[config.mk]
export PLATFORM = sky130hd
export DESIGN_NAME = serial_adder_unit
export DESIGN_NICKNAME = d
export VERILOG_FILES = /design/src/rtl/serial_adder_unit.sv
export SDC_FILE = /design/constraint.sdc
export NUM_CORES = 1
export LEC_CHECK = 0
export CORE_UTILIZATION = 54
export DETAILED_ROUTE_END_ITERATION = 8
export GPL_TIMING_DRIVEN = 0
export HOLD_SLACK_MARGIN = 0.12
export PLACE_DENSITY_LB_ADDON = 0.12
export SETUP_SLACK_MARGIN = 0.2
export SYNTH_ARGS = -nofsm -noshare
export SYNTH_HDL_FRONTEND = slang
export SYNTH_SLANG_ARGS = --single-unit
[constraint.sdc]
create_clock -name Clock -period 2.9 [get_ports Clock]
set_input_delay 0.58 -clock Clock [delete_from_list [all_inputs] [get_ports Clock]]
set_output_delay 0.58 -clock Clock [all_outputs]
set_load 0.05 [all_outputs]
[src/rtl/serial_adder_unit.sv]
// serial_adder_unit: bit-serial adder/subtractor, LSB first, one full-adder
// stage shared across WIDTH clock cycles. Control is an IDLE/SHIFT/DONE FSM
// with registered Busy/Done. A subtract is done as A + ~B + 1; the +1 comes
// from seeding the carry flop with Sub.
// Optional feature: define SERIAL_ADDER_OVF_EN to add the signed-overflow
// output V. Without the macro, V and its logic are absent.
module serial_adder_unit #(
  parameter int WIDTH = 8
) (
  input  logic             Clock,
  input  logic             Resetn,
  input  logic             Start,
  input  logic             Sub,
  input  logic [WIDTH-1:0] A,
  input  logic [WIDTH-1:0] B,
  output logic             Busy,
  output logic             Done,
  output logic [WIDTH-1:0] S,
  output logic             C_out
`ifdef SERIAL_ADDER_OVF_EN
  ,
  output logic             V
`endif
);

  localparam int CW = $clog2(WIDTH);
  localparam logic [CW-1:0] LAST_BIT = CW'(WIDTH - 1);

  typedef enum logic [1:0] {
    IDLE  = 2'd0,
    SHIFT = 2'd1,
    DONE  = 2'd2
  } state_e;

  state_e           state_q;
  logic [WIDTH-1:0] a_q;      // latched A, shifted right one bit per cycle
  logic [WIDTH-1:0] b_q;      // latched B (pre-inverted for subtract), shifted likewise
  logic [CW-1:0]    cnt_q;    // index of the bit being produced
  logic             carry_q;  // carry between bit-cycles
  logic [WIDTH-1:0] s_q;
  logic             cout_q;
  logic             busy_q;
  logic             done_q;
`ifdef SERIAL_ADDER_OVF_EN
  logic             v_q;
`endif

  logic sum_d;
  logic cy_d;

  // The single full-adder stage working on the current LSBs and the carry flop.
  // NOTE: every always_comb output is assigned on every path, so no latch is inferred.
  always_comb begin
    sum_d = a_q[0] ^ b_q[0] ^ carry_q;
    cy_d  = (a_q[0] & b_q[0]) | (carry_q & (a_q[0] ^ b_q[0]));
  end

  // FSM, datapath and registered outputs, with synchronous active-low reset.
  // NOTE: sequential state uses non-blocking assignments only, so every flop
  // sees the pre-edge values of the others, whatever order the statements are in.
  always_ff @(posedge Clock) begin
    if (!Resetn) begin
      // These are ordinary flops, not a memory array, so all of them reset.
      state_q <= IDLE;
      a_q     <= '0;
      b_q     <= '0;
      cnt_q   <= '0;
      carry_q <= 1'b0;
      s_q     <= '0;
      cout_q  <= 1'b0;
      busy_q  <= 1'b0;
      done_q  <= 1'b0;
`ifdef SERIAL_ADDER_OVF_EN
      v_q     <= 1'b0;
`endif
    end else begin
      case (state_q)
        // DONE behaves like IDLE for Start, which allows back-to-back operations.
        IDLE, DONE: begin
          done_q <= 1'b0;
          if (Start) begin
            a_q     <= A;
            b_q     <= Sub ? ~B : B;
            carry_q <= Sub;
            cnt_q   <= '0;
            busy_q  <= 1'b1;
            state_q <= SHIFT;
          end else begin
            busy_q  <= 1'b0;
            state_q <= IDLE;
          end
        end

        SHIFT: begin
          s_q[cnt_q] <= sum_d;
          carry_q    <= cy_d;
          a_q        <= a_q >> 1;
          b_q        <= b_q >> 1;
          if (cnt_q == LAST_BIT) begin
            // carry_q is the carry into the MSB here, cy_d the carry out of it.
            cout_q  <= cy_d;
`ifdef SERIAL_ADDER_OVF_EN
            v_q     <= carry_q ^ cy_d;
`endif
            busy_q  <= 1'b0;
            done_q  <= 1'b1;
            state_q <= DONE;
          end else begin
            cnt_q <= cnt_q + 1'b1;
          end
        end

        default: begin
          busy_q  <= 1'b0;
          done_q  <= 1'b0;
          state_q <= IDLE;
        end
      endcase
    end
  end

  assign Busy  = busy_q;
  assign Done  = done_q;
  assign S     = s_q;
  assign C_out = cout_q;
`ifdef SERIAL_ADDER_OVF_EN
  assign V     = v_q;
`endif

endmodule

Word level (Yosys, flattened, before mapping)
Index checks and enable logic that the tools add are counted.
- add/sub/neg operators: 1
- $mul: 0
- div/mod/pow operators: 0
- order comparisons: 2
- eq/ne operators: 6
- shifts and indexed selects: 0
- muxes and demuxes: 19
- bitwise gates (word level): 6
- reduce and logical (&&, ||, !) cells: 8
- operators by type and width (operator ; number):
    8-bit one-hot mux with 2 select lines ; 2
    8-bit two-way mux ; 3
    8-bit bitwise mux ; 1
    8-bit NOT ; 1
    3-bit two-way mux ; 2
    2-bit != test (second input constant) ; 3
    3-bit one-hot mux with 2 select lines ; 1
    2-bit AND reduction ; 3
    1-bit two-way mux ; 5
    3-bit by 4-bit < comparator with 1-bit output (second input constant) ; 1
    1-bit one-hot mux with 2 select lines ; 2
    2-bit one-hot mux with 2 select lines ; 1
    3-bit by 1-bit adder with 3-bit output (second input constant) ; 1
    1-bit demux with 3-bit select ; 1
    3-bit == test (second input constant) ; 1
    3-bit by 1-bit >= comparator with 1-bit output (second input constant) ; 1
    3-bit AND reduction ; 1
    1-bit bitwise AND ; 2
    2-bit by 1-bit == test with 1-bit output (second input constant) ; 1
    2-bit == test (second input constant) ; 1
    2-bit logical NOT ; 1
    2-bit two-way mux ; 1
    2-bit nonzero test ; 1
    2-bit OR reduction ; 1
    3 further kinds ; 4
- register bits after elaboration: 33
- latch bits: 0
- bits in writable memories: 0
- ROM bits: 0
- bits of input ports: 20
- output and inout bits: 11
- logic and storage cells: 51
- memories kept: 0

Depth between registers and ports, before layout
- word-level depth: 5
- depth in mapped cells: 5
- depth with buffers taken out: 5

Worst setup path after synthesis
No wires, ideal clock.
- kind: input -> register
- from: input port Start
- to: register b_q[0]
- library setup time: 123 ps
- data arrival time: 1213 ps
- required time: 2777 ps
- setup slack: 1564 ps
- stages: 5
- buffers on the path: 2
- cell sequence: nor2b_1 > buf_2 > buf_4 > a22oi_1 > a21boi_1
- word-level cells in the longest chain between the ends: 2
- RTL lines (what ; RTL line ; source):
    from (decl) ; 12 ; input logic Start,
    2-bit != test (no source line) ; -- ;
    2-bit AND reduction (no source line) ; -- ;
    to (signal assigned) ; 83 ; b_q <= Sub ? ~B : B;
    to (signal assigned) ; 98 ; b_q <= b_q >> 1;
    to (decl) ; 37 ; logic [WIDTH-1:0] b_q;
No other way between the ends.
A chain may end at the register's enable or synchronous reset.

Worst setup path after layout
- from: register s_q[6] (netlist: S[6])
- to: output port S[6]
- RTL lines (what ; RTL line ; source):
    from (decl) ; 40 ; logic [WIDTH-1:0] s_q;
    from (signal, indexed assignment) ; 95 ; s_q[cnt_q] <= sum_d;
    to (decl) ; 18 ; output logic [WIDTH-1:0] S,
No word-level cell between the ends.

==> flow_summary.ini <==
[clock_network]
clock-sinks = 33
cts-buffers-inserted = 5
cts_root_buf = clkbuf_4
cts.clk_slew.worst_paths_ns = 0.09
insertion_delay_ns = 0.34
clockBufferDepth = 2
cts_tree = built
cts_htree_levels = 2
hold_buffers = 0
cts_resized = 0
post_cts_buffers = 0

[job]
cap_violations = 0

[synth]
syn-num-nets = 184
yosysWarnings = 0
syn_inst = 160
synth_cell_types = 33
seq_area_frac_synth = 0.4227
avgSynthCellArea_um2 = 9.767
netlist_area_um2 = 1563
synth-seq-cells = 33

[critical_path]
r2r_start = cnt_q[0]
worstSetupStartpoint = S[6]
worstPathArrival_ns = 1.51
rr_worst_depth = 5
slowest_delay_ns = 0.81
r2r-end = cnt_q[2]
reg2reg_slack_ns = 1.40
crit_path_end_kind = primary output
criticalPathCategory = reg2out
crit_required_ns = 2.32
cp_cell_sequence = clkdlybuf4s50_1
cp_slowest_cell = clkdlybuf4s50_1
worstPathMaxFanout = 2
crit_family = buffers and inverters
critPathBufInv = 1
crit_path_start_kind = flop

[power]
power_density_nw_per_um2 = 468.1
p_clk_frac = 0.287
combPwrFrac = 0.176
totalPowerFinal_mw = 0.9113
p_seq_frac = 0.537
p_leak_nw = 0.7542
p_int_mw = 0.6631
vdd_drop_max_mv = 0.3941
p_sw_mw = 0.2482
switching_share = 0.2724

[place]
hpwl_mm = 2.456
dp.cells = 220
io_buffer_count = 29
gp_congestion = 0.7982

[hold_path]
hp-class = reg2reg
hold_path_startpoint = S[4]
min_to = S[4]
whs_path_depth = 2

[final_layout]
drive_above_1_share = 0.1122
finish.utilization = 0.7060
diodes = 0
synthToLayoutAreaGrowth_pct = 24.58
final_nets = 220
final_cells = 227

[die]
die_x_um = 55.80
start_util = 0.5667
die_h_um = 55.80
pin_count = 31
rows = 19
die_area_um2 = 3113
core_area_um2 = 2758

[timing]
fmax_mhz = 479.3
rsz0062_at_grt = no
finalHoldViolCount = 0
slew-limit-headroom = 0.6665
tightest_slew_ns = 0.4987
fin_crit_ns = 2.086
drv_slew = 0
setup-tns-final_ns = 0
fin_skew_ns = 0.005551
period_share = 0.7195
final-setup-viol-count = 0
hold_ws_ns = 0.4619

[route]
ant_nets = 0
dr.pass1.iters = 4
vias_per_cell = 5.762
routed_wl_mm = 3.416
wl_per_cell_um = 15.05
drc = 0
drt_iter0_markers = 48
vias = 1308

[global_routing]
grt_pass1_vias = 1279
grt_max_degree = 11
antenna_found_initial = 0
grt_overflow_total = 0
grt_usage = 0.2488
grt_pass1_wl_mm = 5.892

[status]
run_status = finished clean
==> cell families (layout without fill, tap and decap cells) <==
kind of cell	count (synthesis)	after routing	synth area share
muxes	7	7	0.04484
xor gates and xnor gates	8	8	0.04484
buffers and inverters	16	52	0.05364
AOI/OAI and AO/OA	42	42	0.2114
and+or+nand+nor	50	50	0.1858
adders and majority gates	4	4	0.03683
DFF	33	33	0.4227
==> metrics by stage <==
step | setup slack (ns) | instance area (um2)
floorplan | 1.564 | 1563
global placement | 0.9726 | 1892
detailed placement | 0.9543 | 1892
CTS | 0.7929 | 1947
global route | 0.7673 | 1947
finish | 0.8135 | 1947
==> cell usage after synthesis (all sizes together) <==
| cell | number | area share |
|---|---|---|
| buf | 10 | 0.039 |
| o21a | 1 | 0.0048 |
| nor3b | 1 | 0.0080 |
| clkbuf | 5 | 0.012 |
| nor4 | 1 | 0.0040 |
| ha | 3 | 0.024 |
| nor2 | 1 | 0.0024 |
| nor2b | 2 | 0.0080 |
| and3 | 1 | 0.0040 |
| nand4 | 1 | 0.0040 |
| fa | 1 | 0.013 |
| nand4b | 2 | 0.011 |
| and2b | 1 | 0.0048 |
| o21ai | 1 | 0.0032 |
| dfxtp | 33 | 0.42 |
| mux2i | 7 | 0.045 |
| nand2b | 3 | 0.014 |
| a21boi | 21 | 0.10 |
| inv | 1 | 0.0024 |
| a22oi | 15 | 0.072 |
| nor4b | 2 | 0.019 |
| o211a | 1 | 0.0064 |
| o311ai | 1 | 0.010 |
| nand3b | 3 | 0.014 |
| xor2 | 8 | 0.045 |
| nand2 | 13 | 0.031 |
| o41ai | 1 | 0.010 |
| a21oi | 1 | 0.0032 |
| nand3 | 19 | 0.061 |
==> state kept, by name (all words and copies together) (netlist names), 2 cells and up <==
register  count
S             8
a_q           8
b_q           8
cnt_q         3
state_q       2
==> cells in the final DEF, fill, tap and decap left out, types with 6 or more instances in the layout <==
cell	netlist	layout
dfxtp_1	33	33
clkdlybuf4s50_1	0	29
nand3_1	19	19
a21boi_1	18	18
a22oi_1	15	15
nand2_1	13	13
xor2_1	8	8
buf_2	7	7
mux2i_1	7	7
clkbuf_1	5	6
==> cell type report <==
cell class	instances	area (um2)
multi-input combinational	111	818.3
fill	228	810.8
sequential	33	660.6
timing repair buffer	29	290.3
buffer	15	80.08
clock buffer	7	55.05
tap	31	38.79
inverter	1	3.754
==> metal layers <==
| metal | routed length, um | vias to the layer above | share of wire | GRT usage |
|---|---|---|---|---|
| met3 | 122 | 8 | 0.036 | 0.05581 |
| li1 | - | 648 | - | - |
| met4 | 78 | 0 | 0.023 | 0.1464 |
| met2 | 1669 | 28 | 0.49 | 0.4114 |
| met5 | 0 | - | 0 | 0 |
| met1 | 1545 | 624 | 0.45 | 0.2951 |
==> worst max-delay path by stage <==
stage | to | slack [ns] | cells after the start
final | S[6] | 0.81 | 1
after global routing | S[6] | 0.77 | 1
after CTS | S[6] | 0.79 | 1
after detailed placement | S[6] | 0.95 | 4
after global placement | S[6] | 0.97 | 4
after floorplan | b_q[0] | 1.56 | 5
==> power groups by stage <==
stage | logic, mW | clock network (mW) | registers, mW
after floorplan | 0.0945 | 0 | 0.505
after global placement | 0.154 | 0 | 0.498
after detailed placement | 0.160 | 0 | 0.500
after CTS | 0.160 | 0.270 | 0.489
after global routing | 0.176 | 0.286 | 0.492
final | 0.160 | 0.262 | 0.489
Power figures use the tool's default switching activity.
